[src/rtl/blk_rom_arbiter.sv]
// Round-robin burst arbiter in front of a single-port block ROM with 1-cycle read latency.
// Grants one requester at a time and streams its burst at one word per cycle.
module blk_rom_arbiter #(
  parameter int NumReq    = 4,
  parameter int AddrWidth = 12,
  parameter int DataWidth = 9,
  parameter int LenWidth  = 4
) (
  input  logic                          clka,
  input  logic                          reset,
  input  logic [NumReq-1:0]             req_valid,
  input  logic [NumReq*AddrWidth-1:0]   req_addr,
  input  logic [NumReq*LenWidth-1:0]    req_len,
  output logic [NumReq-1:0]             req_ready,
  output logic                          rom_ena,
  output logic [AddrWidth-1:0]          rom_addra,
  input  logic [DataWidth-1:0]          rom_douta,
  output logic                          rsp_valid,
  output logic [$clog2(NumReq)-1:0]     rsp_id,
  output logic                          rsp_last,
  output logic [DataWidth-1:0]          rsp_data
);

  localparam int IdW = $clog2(NumReq);

  typedef enum logic {IDLE, BURST} state_t;

  state_t                state;
  logic [IdW-1:0]        rr_ptr;
  logic [IdW-1:0]        owner;
  logic [AddrWidth-1:0]  next_addr;
  logic [LenWidth-1:0]   remaining;

  logic                  grant_any;
  logic [IdW-1:0]        grant_idx;
  logic [AddrWidth-1:0]  start_addr;
  logic [LenWidth-1:0]   start_left;
  logic [IdW-1:0]        issue_id;
  logic                  issue_last;

  logic                  rsp_valid_q;
  logic [IdW-1:0]        rsp_id_q;
  logic                  rsp_last_q;

  logic [AddrWidth-1:0]  addr_arr [NumReq];
  logic [LenWidth-1:0]   len_arr  [NumReq];

  for (genvar i = 0; i < NumReq; i++) begin : g_unpack
    assign addr_arr[i] = req_addr[i*AddrWidth +: AddrWidth];
    assign len_arr[i]  = req_len[i*LenWidth +: LenWidth];
  end

  // Scan from rr_ptr upward with wrap; iterating downward lets the nearest candidate win.
  always_comb begin : grant_search
    int cand;
    grant_any = 1'b0;
    grant_idx = '0;
    cand      = 0;
    for (int k = NumReq - 1; k >= 0; k--) begin
      cand = int'(rr_ptr) + k;
      if (cand >= NumReq) cand = cand - NumReq;
      if (req_valid[cand[IdW-1:0]]) begin
        grant_any = 1'b1;
        grant_idx = cand[IdW-1:0];
      end
    end
  end

  // A length field of zero wraps to all-ones here, i.e. 2^LenWidth beats in total.
  assign start_addr = addr_arr[grant_idx];
  assign start_left = len_arr[grant_idx] - LenWidth'(1);

  always_comb begin
    req_ready  = '0;
    rom_ena    = 1'b0;
    rom_addra  = '0;
    issue_id   = owner;
    issue_last = 1'b0;
    if (!reset) begin
      if (state == BURST) begin
        rom_ena    = 1'b1;
        rom_addra  = next_addr;
        issue_last = (remaining == LenWidth'(1));
      end else if (grant_any) begin
        rom_ena              = 1'b1;
        rom_addra            = start_addr;
        req_ready[grant_idx] = 1'b1;
        issue_id             = grant_idx;
        issue_last           = (start_left == '0);
      end
    end
  end

  always_ff @(posedge clka) begin
    if (reset) begin
      state     <= IDLE;
      rr_ptr    <= '0;
      owner     <= '0;
      next_addr <= '0;
      remaining <= '0;
    end else begin
      case (state)
        IDLE: begin
          if (grant_any) begin
            owner     <= grant_idx;
            next_addr <= start_addr + AddrWidth'(1);
            remaining <= start_left;
            rr_ptr    <= (grant_idx == IdW'(NumReq - 1)) ? '0 : grant_idx + IdW'(1);
            if (start_left != '0) state <= BURST;
          end
        end
        BURST: begin
          next_addr <= next_addr + AddrWidth'(1);
          remaining <= remaining - LenWidth'(1);
          if (remaining == LenWidth'(1)) state <= IDLE;
        end
        default: state <= IDLE;
      endcase
    end
  end

  // Response tags trail the ROM read by one cycle to line up with rom_douta.
  always_ff @(posedge clka) begin
    if (reset) begin
      rsp_valid_q <= 1'b0;
      rsp_id_q    <= '0;
      rsp_last_q  <= 1'b0;
    end else begin
      rsp_valid_q <= rom_ena;
      rsp_id_q    <= issue_id;
      rsp_last_q  <= issue_last;
    end
  end

  assign rsp_valid = rsp_valid_q & ~reset;
  assign rsp_id    = reset ? '0 : rsp_id_q;
  assign rsp_last  = rsp_last_q & ~reset;
  assign rsp_data  = rom_douta;

endmodule

[config.mk]
export PLATFORM = sky130hd
export DESIGN_NAME = blk_rom_arbiter
export DESIGN_NICKNAME = d
export VERILOG_FILES = /design/src/rtl/blk_rom_arbiter.sv
export SDC_FILE = /design/constraint.sdc
export NUM_CORES = 1
export LEC_CHECK = 0
export ABC_AREA = 1
export BUFFER_PORTS_ARGS = -buffer_cell sky130_fd_sc_hd__clkbuf_2
export CORE_ASPECT_RATIO = 1.1
export CORE_MARGIN = 10
export CORE_UTILIZATION = 50
export CTS_CLUSTER_SIZE = 28
export DETAILED_ROUTE_END_ITERATION = 16
export PLACE_DENSITY_LB_ADDON = 0.2
export SYNTH_ARGS = -nofsm -noshare
export SYNTH_HDL_FRONTEND = slang
export SYNTH_SLANG_ARGS = --single-unit
[constraint.sdc]
create_clock -name clka -period 2.8 [get_ports clka]
set_clock_uncertainty 0.2 [all_clocks]
set_input_delay 0.42 -clock clka [delete_from_list [all_inputs] [get_ports clka]]
set_output_delay 0.42 -clock clka [all_outputs]
set_load 0.01 [all_outputs]
======== Word level (Yosys, flattened, before mapping) ========
Index checks and enable logic that the tools add are counted.
word-level totals
  flip-flop bits (word level) ............. 23
  output and inout port bits .............. 30
  word-level logic and storage cells ...... 91
cells by class
  add/sub/neg operators ................... 12
  $lt $le $gt $ge ......................... 11
  equality and inequality tests ........... 3
  mux-type cells .......................... 49
  bitwise logic cells ..................... 5
  reduce and logical (&&, ||, !) cells .... 4
operators with widths
  cell                     count
  $mux W12                 6
  $add A12 B1 Y12 const B  2
  $bmux W12 S2             1
  $mux W4                  6
  $pmux W12 S2             1
  $mux W2                  10
  $mux W1                  17
  $lt A2 B3 Y1 const B     5
  $ge A3 B3 Y1 const B     4
  $bmux W1 S2              4
  $bmux W4 S2              1
  $pmux W4 S2              1
  $sub A2 B1 Y2 const B    4
  $sub A4 B1 Y4 const B    2
  $add A2 B2 Y3 const B    2
  $eq A4 B1 Y1 const B     1
  $logic_not A4 Y1         1
  $reduce_bool A4 Y1       1
  $add A2 B1 Y3 const B    1
  $ge A2 B3 Y1 const B     1
  $not A2 Y3               1
  $add A2 B1 Y2 const B    1
  $and A1 B1 Y1            2
  $demux W1 S2             1
  7 further kinds          8

======== Depth between registers and ports, before layout ========
Gate-level depths: netlist of the first run.
  word-level depth ........................ 18
  mapped depth ............................ 22

======== Least setup slack after synthesis of the first run ========
No wires, ideal clock.
  path kind ............................... register to output
  from .................................... register rr_ptr[0]
  to ...................................... output rom_addra[5]
  arrival time ............................ 1913 ps
  data required time ...................... 2180 ps
  setup slack ............................. 267 ps
  stages on the path, launching flop included .. 12
  buffers on the path ..................... 2
  cell sequence ........................... dfxtp_1 -> buf_6 -> inv_6 -> nand2_4 -> nand3_2 -> nand2_2 -> a2111o_1 -> nor2_2 -> inv_1 -> nand2_2 -> buf_2 -> nor2_1
on the way
  longest elaborated chain between the ends .. 16
ends and longest elaborated chain
  item                                           RTL line  source
  start, declared                                29        logic [IdW-1:0] rr_ptr;
  start signal, assigned                         108       rr_ptr <= (grant_idx == IdW'(NumReq - 1)) ? '0 : grant_idx + IdW'(1);
  $add A2 B2 Y3                                  60        cand = int'(rr_ptr) + k;
  $ge A3 B3 Y1 or $sub A2 B1 Y2 (tied branches)  61        if (cand >= NumReq) cand = cand - NumReq;
  $mux W2                                        61
  $bmux W1 S2                                    62        if (req_valid[cand[IdW-1:0]]) begin
  $mux W1 (implied by the code)                  62
  $mux W2 (4 in series)                          62
  $not A2 Y3 (implied by the code)               70        assign start_addr = addr_arr[grant_idx];
  $bmux W12 S2                                   70
  $mux W12 (implied by the code) (2 in series)   70
  $mux W12 (*)                                   84        end else if (grant_any) begin
  $mux W12 (*)                                   80        if (state == BURST) begin
  $mux W12 (*)                                   79        if (!reset) begin
  end, declared                                  16        output logic [AddrWidth-1:0] rom_addra,
Mark *: on every way between the ends. The rest lies on a longest branch, timed or not. The select of a mux whose other input is x is not followed.

======== Worst setup path in the final report of the first run ========
  from .................................... register rr_ptr[0]
  to ...................................... output rom_addra[0]
The elaborated chain is that of the path after synthesis.

==> impl_metrics.yaml, run 1 <==
outcome:
  status: "finished, violations left"
  violations: "setup timing"
synth:
  synth_cell_types: 40
  synth_area_um2: 2670
  async_flop_share_pct: 0
  synth_fp_nets: 509
  ys_seq_elements: 23
  yosysSeqAreaShare_pct: 17.2
  synthDominantCellAreaShare_pct: 17.2
  synthTopCellsByCount: "nand2_1 (107), nand3_1 (63), inv_1 (40), nor2_1 (29), nand2_2 (27)"
  syn-instance-count: 421
  synth-edff-count: 0
  synth_top_flop_cell: "dfxtp_1"
  synth_most_common_cell: "nand2_1"
  yosysTopAreaCell: "dfxtp_1"
  yosys_warnings: 0
  synth_area_leaders: "dfxtp_1 (17%), nand2_1 (15%), nand3_1 (12%)"
  syn_area_per_cell_um2: 6.35
timing:
  period_needed_ps: 2870
  tightest_slew_ps: 579
  setup_ws_ps: -71.0
  slew_violations: 0
  rsz0062_at_grt: "true"
  hold_viol_final: 0
  setup_viol: 8
  fin_crit_sh_pct: 103
  max_slew_margin_pct: 61.3
  finalSetupTns_ps: -311
  clock.fmax_mhz: 348
drt:
  ant_nets: 0
  drt-total-wl_um: 9110
  first_iter_violations: 204
  post_drt_via_cell_ratio: 5.33
  wl_per_cell_um: 15.3
  drc: 0
  drt_pass1_iterations: 5
  num_vias: 3176
final_layout:
  layout.nets: 613
  nFillCells: 451
  syn_to_final_growth_pct: 34.6
  antenna_cells: 0
  final_cell_area_um2: 3600
  final_layout_size_suffix_gt1_share_pct: 44.1
  stdcell_count: 596
global_routing:
  grt_max_degree: 22
  grt_antenna_before_repair: 0
  use_met2_pct: 33.3
  busiest_layer: "met2"
  use_met1_pct: 22.1
  grt_pass1_wl_um: 14100
  grt_pass1_vias: 3039
  grtUsageMet3_pct: 2.78
  grt_overflow: 0
  track_usage_pct: 18.7
floorplanning:
  die_h_um: 96.7
  row_count: 27
  die_w_um: 89.7
  coreArea_um2: 5100
  ioPinCount: 109
  die_area_um2: 8670
  initial_utilization_pct: 52.4
cts:
  cts_max_level: 1
  cts_buffers: 3
  clkLatencyLatePin_ps: 280
  clkTransAtPathRegs_ps: 100
  clockRootBuffer: "clkbuf_8"
  clock_path_buffers: 2
  clock-sinks: 23
  cts_tree: "yes"
setup_path:
  crit_path_end_kind: "output pin"
  startpoint: "rr_ptr[0]$_SDFFE_PP0P_"
  r2r-end: "next_addr[10]$_SDFFE_PP0N_"
  path_cells: "inv_8 -> nand2_1 -> nand2_2 -> nand2_4 -> nand3_4 -> nand3_4 -> nand2_8 -> buf_4 -> nand2_1 -> nand3_1 -> nand3_1 -> nand2_2 -> inv_2 -> nor3_2 -> buf_2"
  critPathRequiredTime_ps: 2180
  cp-start-kind: "flop"
  crit_buf_inv: 4
  ff2ff_path_depth: 21
  reg2reg_from: "rr_ptr[0]$_SDFFE_PP0P_"
  slowest_stage: "dfxtp_4"
  path_delay_family: "simple AND/OR/NAND/NOR gates"
  cp_max_fo: 8
  slowest_delay_ps: 400
  r2r_slack_ps: 50
  crit_type: "reg -> out"
  arrival_ps: 2250
worst_hold_path:
  hold_path_startpoint: "next_addr[1]$_SDFFE_PP0N_"
  min_path_type: "reg -> reg"
  worstHoldPathCells: 2
  holdPathEnd: "next_addr[1]$_SDFFE_PP0N_"
place:
  post-place-ws_ps: -9.75
  gp_congestion: 0.870
  placed_cell_area_um2: 3160
  placedCellCount: 572
  dpl.hpwl_um: 6400
  io_buffers: 90
power:
  p_leak_uw: 0.00191
  finalPower_uw: 5050
  vdd_drop_max_uv: 718
  p_per_area_nw_per_um2: 1400
job:
  max_cap_violations: 0
-- cell type report --
cell class              count  area (um2)  share of cell area (%)
multi-input cells         326        2010                    55.9
repair buffers            124         785                    21.8
flip-flops and latches     23         468                    13.0
inverters                  47         195                    5.43
well taps                  72        90.1                    2.51
clock buffers               3        41.3                    1.15
clock inverters             1        5.00                   0.139
-- sequential cells by signal, summed over array words and instances (netlist names) --
name and count:
rsp_last_q 1, remaining 4, next_addr 12, rsp_id_q 2
rsp_valid_q 1, rr_ptr 2, state 1
-- worst register-to-register path, cell delays in order, from the launching register on --
cell and delay, ps:
dfxtp_4 400, inv_8 90, nand2_1 80, nand2_2 110, nand2_4 70, nand3_4 90
nand3_4 200, nand2_8 160, buf_4 130, nand2_1 40, nand3_1 60, nand3_1 90
nand2_2 100, buf_4 140, ha_4 160, nand3_4 90, nor2_4 170, nand2_1 70
nand2_1 50, nand3_1 60, nand2_1 60, inv_1 30
-- power by group --
group	switching (uW)	total (uW)	internal, uW
Sequential	85.9	557	471
Clock	130	230	100
Combinational	2550	4260	1710
Total	2770	5050	2280
-- layout by cell type, fill, tap and decap left out, drive strengths merged --
cell,instances
a31oi,2
inv,46
a2111o,1
xnor2,2
buf,46
nand3,80
o31ai,1
nor3,2
a21boi,1
dfxtp,23
xor2,4
nand2,144
clkinv,2
o21a,1
o21bai,3
clkbuf,81
nand4,4
ha,9
a21oi,13
nor2,35
a211oi,1
a32oi,1
o21ai,22
-- layer usage --
layer / wire (um) / up-vias / part of all wire, %
li1: - / 1565 / -
met1: 3820 / 1461 / 42
met2: 4600 / 133 / 50
met3: 510 / 17 / 5.6
met4: 184 / 0 / 2.0
met5: 0 / - / 0
-- metrics by stage --
step,utilization (%),hold WS (ps)
2_1_floorplan,-,255
3_3_place_gp,61.9,271
3_5_place_dp,61.9,286
4_1_cts,66.3,300
5_1_grt,70.5,331
6_report,70.5,299
-- how the worst max path moves through the flow --
stage / cells after the start / end / slack (ps)
after floorplan: 11 / rom_addra[5] / 270
after detailed placement: 18 / next_addr[10]$_SDFFE_PP0N_ / -10
after CTS: 14 / rom_addra[10] / -20
after global placement: 16 / state$_SDFF_PP0_ / 80
final: 15 / rom_addra[0] / -70
after global routing: 15 / rom_addra[6] / -180
-- cells by family (layout without fill, tap and decap cells) --
group	Yosys count	in the layout	synth area share, %
flip-flops	23	23	17.2
AND/OR/NAND/NOR	262	265	50.5
XOR/XNOR	6	6	1.97
AO/OA/AOI/OAI	46	46	11.3
adder cells (fa/ha/maj)	9	9	4.21
buffers and inverters	75	175	14.8
-- what timing repair did --
action                                 in CTS  in global routing
setup buffers                               8                  7
pin swaps                                  12                 19
endpoints found under the hold margin       0                  0
setup endpoints to repair                  21                 23
cloned                                      3                  2
hold buffers                                0                  0
gates resized for setup                    22                 41
Power figures use the tool's default switching activity.
==> run 2: changes to the inputs <==
- BUFFER_PORTS_ARGS: -buffer_cell sky130_fd_sc_hd__clkbuf_2 -> not set
- CORE_UTILIZATION: 50 -> 60
- DONT_BUFFER_PORTS: not set -> 1
- clock period: 2.8 -> 3.5 ns (I/O delays scaled with it)
==> run 2 against run 1 <==
- the run now ends clean
- via count down 18%
- final area is 27% lower
- worst setup slack improved by 330 ps
- power fell by 39%
- non-clock buffer count down 121
- combinational power down 42%
- largest power group unchanged
==> impl_metrics.yaml, run 2 (synthesis results as in run 1) <==
timing:
  rsz0062_at_grt: "false"
  clock.fmax_mhz: 309
  slew_violations: 0
  period_needed_ps: 3240
  tightest_slew_ps: 614
  finalSetupTns_ps: 0
  setup_viol: 0
  fin_crit_sh_pct: 92.5
  setup_ws_ps: 263
  hold_viol_final: 0
  max_slew_margin_pct: 59.0
setup_path:
  slowest_delay_ps: 480
  slowest_stage: "dfxtp_2"
  cp-start-kind: "flop"
  path_cells: "nand2_1 -> nand3_2 -> nand2_2 -> inv_4 -> nand2_4 -> nand2_4 -> nand2_8 -> clkinv_2 -> nand2_1 -> nand3_2 -> nand3_1 -> nand2_2 -> inv_1 -> nor2_1"
  critPathRequiredTime_ps: 2770
  reg2reg_from: "rr_ptr[0]$_SDFFE_PP0P_"
  r2r_slack_ps: 460
  crit_path_end_kind: "output pin"
  cp_max_fo: 23
  ff2ff_path_depth: 17
  crit_type: "reg -> out"
  r2r-end: "remaining[1]$_SDFFE_PP0N_"
  arrival_ps: 2510
place:
  placed_cell_area_um2: 2550
  post-place-ws_ps: 268
  io_buffers: 0
  gp_congestion: 0.854
  dpl.hpwl_um: 5620
cts:
  clkTransAtPathRegs_ps: 80
  cts_tree: "yes"
  ctsHoldBuffers: 0
  cts_max_level: 1
  clock-sinks: 23
  clockRootBuffer: "clkbuf_8"
  cts_buffers: 3
  clkLatencyLatePin_ps: 260
  clock_path_buffers: 2
  post_cts_buffers: 0
power:
  p_leak_uw: 0.00128
  finalPower_uw: 3070
  vdd_drop_max_uv: 574
  p_per_area_nw_per_um2: 1170
global_routing:
  track_usage_pct: 18.3
  grt_antenna_before_repair: 0
  grt_overflow: 0
  grt_max_degree: 36
  grt_pass1_vias: 2511
  grt_pass1_wl_um: 12000
final_layout:
  final_cell_area_um2: 2620
  largestRegisters: "next_addr x12, remaining x4"
  largest_register_ffs: 12
  final_common_cell: "nand2_1"
  final_layout_size_suffix_gt1_share_pct: 20.4
  syn_to_final_growth_pct: -1.92
  nFillCells: 433
  seq_area_um2: 462
  antenna_cells: 0
  final_cell_mix: "nand2_1 (107), nand3_1 (63), inv_1 (40)"
  layout.nets: 491
  multi_input_area_um2: 1840
  regMostFlops: "next_addr"
floorplanning:
  die_area_um2: 7530
  coreArea_um2: 4320
  die_h_um: 90.0
  ioPinCount: 109
  initial_utilization_pct: 61.9
  row_count: 25
  die_w_um: 83.6
drt:
  drc: 0
  post_drt_via_cell_ratio: 5.69
  first_iter_violations: 128
  drt_pass1_iterations: 4
  num_vias: 2594
  ant_nets: 0
  drt-total-wl_um: 7460
  wl_per_cell_um: 16.4
outcome:
  status: "finished, final reports clean"
job:
  max_cap_violations: 0
worst_hold_path:
  worstHoldPathCells: 1
  holdPathEnd: "remaining[3]$_SDFFE_PP0N_"
  min_path_type: "in -> reg"
  hold_path_startpoint: "reset"
[run 2: worst max-delay path, delay by kind of cell (launching register included)]
family | cells | cell delay, ps
buffers and inverters | 3 | 370
flip-flops | 1 | 480
AND/OR/NAND/NOR | 11 | 1390
[run 2: final cells by class]
class	instances	area share, %
tap	54	2.58
multi-input combinational	325	70.1
clock buffer	4	1.72
timing repair buffer	3	0.859
inverter	47	7.11
sequential	23	17.6
[run 2: timing repair]
item / in CTS / in global routing
gates cloned: 0 / 2
resized for setup: 1 / 1
pin swaps: 0 / 2
endpoints found under the setup margin: 1 / 2
[run 2: per-stage QoR]
stage | std cells | hold slack (ps) | util (%)
after CTS | 454 | 115 | 60.2
after floorplan | 421 | 255 | -
after global routing | 456 | 111 | 60.7
final | 456 | 121 | 60.7
after detailed placement | 450 | 278 | 59.1
after global placement | 450 | 272 | 59.1
[run 2: how the worst max path moves through the flow]
stage	start	to	cells after the start	slack (ps)
2_1_floorplan	req_valid[0]	rom_addra[5]	10	760
3_3_place_gp	rr_ptr[0]$_SDFFE_PP0P_	rom_addra[6]	14	390
3_5_place_dp	rr_ptr[0]$_SDFFE_PP0P_	state$_SDFF_PP0_	19	270
4_1_cts	rr_ptr[0]$_SDFFE_PP0P_	rom_addra[6]	14	160
5_1_grt	rr_ptr[0]$_SDFFE_PP0P_	rom_addra[6]	15	40
6_report	rr_ptr[0]$_SDFFE_PP0P_	rom_addra[6]	14	260
[run 2: power breakdown]
group / leakage, uW / switching [uW] / total [uW] / internal, uW
clock network: 0.0000228 / 87.7 / 169 / 81.3
registers: 0.000191 / 66.9 / 439 / 372
logic: 0.00107 / 1690 / 2460 / 777
[run 2: layer usage]
metal,part of all wire [%],up-vias,global-route usage (%)
li1,-,1314,-
met1,42,1161,21.1
met2,49,102,32.3
met3,7.2,17,4.33
met4,2.3,0,5.45
met5,0,-,0
==> run 3: changes to the inputs <==
- CTS_CLUSTER_SIZE: 28 -> 12
- clock period: 3.5 -> 4 ns (I/O delays scaled with it)
==> run 3 against run 2 <==
- wire length down 3.3%
- die area unchanged
- register-to-register slack better by 300 ps
- critical endpoint unchanged
- final area down 0.91%
- global-route usage down 0.21 points
- worst setup slack better by 180 ps
- highest routed layer unchanged
==> impl_metrics.yaml, run 3 (synthesis results as in run 1) <==
job:
  max_cap_violations: 0
power:
  p_seq_share_pct: 14.4
  p_int_uw: 1060
  p_switching_uw: 1560
  p_leak_uw: 0.00127
  power_frac_comb_pct: 79.9
  vdd_drop_max_uv: 425
  clockPowerShare_pct: 5.6
  p_per_area_nw_per_um2: 1010
  finalPower_uw: 2630
  p_sw_share_pct: 59.5
cts:
  cts_buffers: 3
  ctsHoldBuffers: 0
  clock-sinks: 23
  clockRootBuffer: "clkbuf_8"
  cts_tree: "yes"
  clkLatencyLatePin_ps: 260
  clkTransAtPathRegs_ps: 80
  cts_resized: 0
  post_cts_buffers: 0
  clock_path_buffers: 2
  cts_max_level: 1
outcome:
  status: "finished, final reports clean"
setup_path:
  critPathRequiredTime_ps: 3200
  r2r_slack_ps: 760
  r2r-end: "rsp_last_q$_SDFF_PP0_"
  cp_max_fo: 35
  path_cells: "nand2_1 -> nand3_2 -> nand2_2 -> inv_4 -> nand2_4 -> nand2_4 -> nand2_8 -> inv_2 -> nand2_1 -> nand3_2 -> nand3_1 -> nand2_2 -> inv_1 -> nor2_1"
  reg2reg_from: "rr_ptr[0]$_SDFFE_PP0P_"
  crit_type: "reg -> out"
  slowest_delay_ps: 610
  slowest_stage: "dfxtp_1"
  crit_path_end_kind: "output pin"
  arrival_ps: 2760
  ff2ff_path_depth: 16
  cp-start-kind: "flop"
floorplanning:
  row_count: 25
  ioPinCount: 109
  die_w_um: 83.6
  initial_utilization_pct: 61.9
  die_h_um: 90.0
  coreArea_um2: 4320
  die_area_um2: 7530
timing:
  hold_viol_final: 0
  rsz0062_at_grt: "false"
  tightest_slew_ps: 616
  fin_crit_sh_pct: 88.9
  clock.fmax_mhz: 281
  setup_viol: 0
  slew_violations: 0
  finalSetupTns_ps: 0
  max_slew_margin_pct: 58.8
  period_needed_ps: 3560
final_layout:
  utilization_pct: 60.2
  final_common_cell: "nand2_1"
  antenna_cells: 0
  regMostFlops: "next_addr"
  final_cell_mix: "nand2_1 (107), nand3_1 (63), inv_1 (40)"
  largest_register_ffs: 12
  largestRegisters: "next_addr x12, remaining x4"
  final_layout_size_suffix_gt1_share_pct: 19.8
  syn_to_final_growth_pct: -2.81
  layout.nets: 489
drt:
  post_drt_via_cell_ratio: 5.70
  drc: 0
  first_iter_violations: 164
  drt-total-wl_um: 7220
  wl_per_cell_um: 15.9
  ant_nets: 0
  drt_pass1_iterations: 4
  num_vias: 2589
global_routing:
  grt_pass1_vias: 2488
  grt_overflow: 0
  grt_pass1_wl_um: 11800
  grt_antenna_before_repair: 0
  grt_max_degree: 36
  track_usage_pct: 18.1
place:
  dpl.hpwl_um: 5610
  gp_congestion: 0.890
  io_buffers: 0
worst_hold_path:
  min_path_type: "in -> reg"
  hold_path_startpoint: "reset"
  holdPathEnd: "remaining[3]$_SDFFE_PP0N_"
  worstHoldPathCells: 1
## run 3: cell count changes in the layout (fill, tap and decap cells not counted)
cell | previous run | this run
clkinv_2 | 2 | 1
dfxtp_1 | 22 | 23
dfxtp_2 | 1 | 0
inv_2 | 3 | 4
nand2_4 | 7 | 6
nand3_2 | 16 | 15
## run 3: worst max-delay path, delay by kind of cell (launching register included)
family	cells	cell delay, ps
buf+inv	3	420
flops	1	610
simple gates	11	1430
## run 3: how the worst max path moves through the flow
stage	start	end	slack [ps]	cells past startpoint
2_1_floorplan	req_valid[0]	rom_addra[5]	1110	10
3_3_place_gp	rr_ptr[0]$_SDFFE_PP0P_	rom_addra[6]	800	14
3_5_place_dp	rr_ptr[0]$_SDFFE_PP0P_	rom_addra[6]	720	14
4_1_cts	rr_ptr[0]$_SDFFE_PP0P_	rom_addra[6]	430	14
5_1_grt	rr_ptr[0]$_SDFFE_PP0P_	rom_addra[6]	150	14
6_report	rr_ptr[0]$_SDFFE_PP0P_	rom_addra[6]	440	14
## run 3: layout make-up
cell class              count  area (um2)
inverters                  47         185
fillers                   442        1720
multi-input cells         323        1820
repair buffers              3        22.5
clock buffers               4        45.0
flip-flops and latches     23         460
well taps                  54        67.6
## run 3: per-layer routing
metal	track usage, %	vias to the layer above	wire length, um
li1	-	1309	-
met1	20.6	1185	2980
met2	31.4	80	3530
met3	5.69	15	561
met4	5.03	0	145
met5	0	-	0
## run 3: stage by stage
| step | area [um2] | cells | hold slack (ps) | setup WS [ps] |
|---|---|---|---|---|
| final | 2600 | 454 | 200 | 444 |
| after global routing | 2600 | 454 | 186 | 151 |
| after CTS | 2600 | 454 | 197 | 433 |
| after detailed placement | 2550 | 450 | 283 | 724 |
| after global placement | 2550 | 450 | 274 | 798 |
| after floorplan | 2670 | 421 | 255 | 1110 |
## run 3: power by group through the flow
stage          clock [uW]  sequential (uW)  combinational [uW]
6_report              148              379                2100
2_1_floorplan           0              363                1900
3_5_place_dp            0              383                2100
3_3_place_gp            0              381                2060
5_1_grt               164              391                2380
4_1_cts               149              378                2110
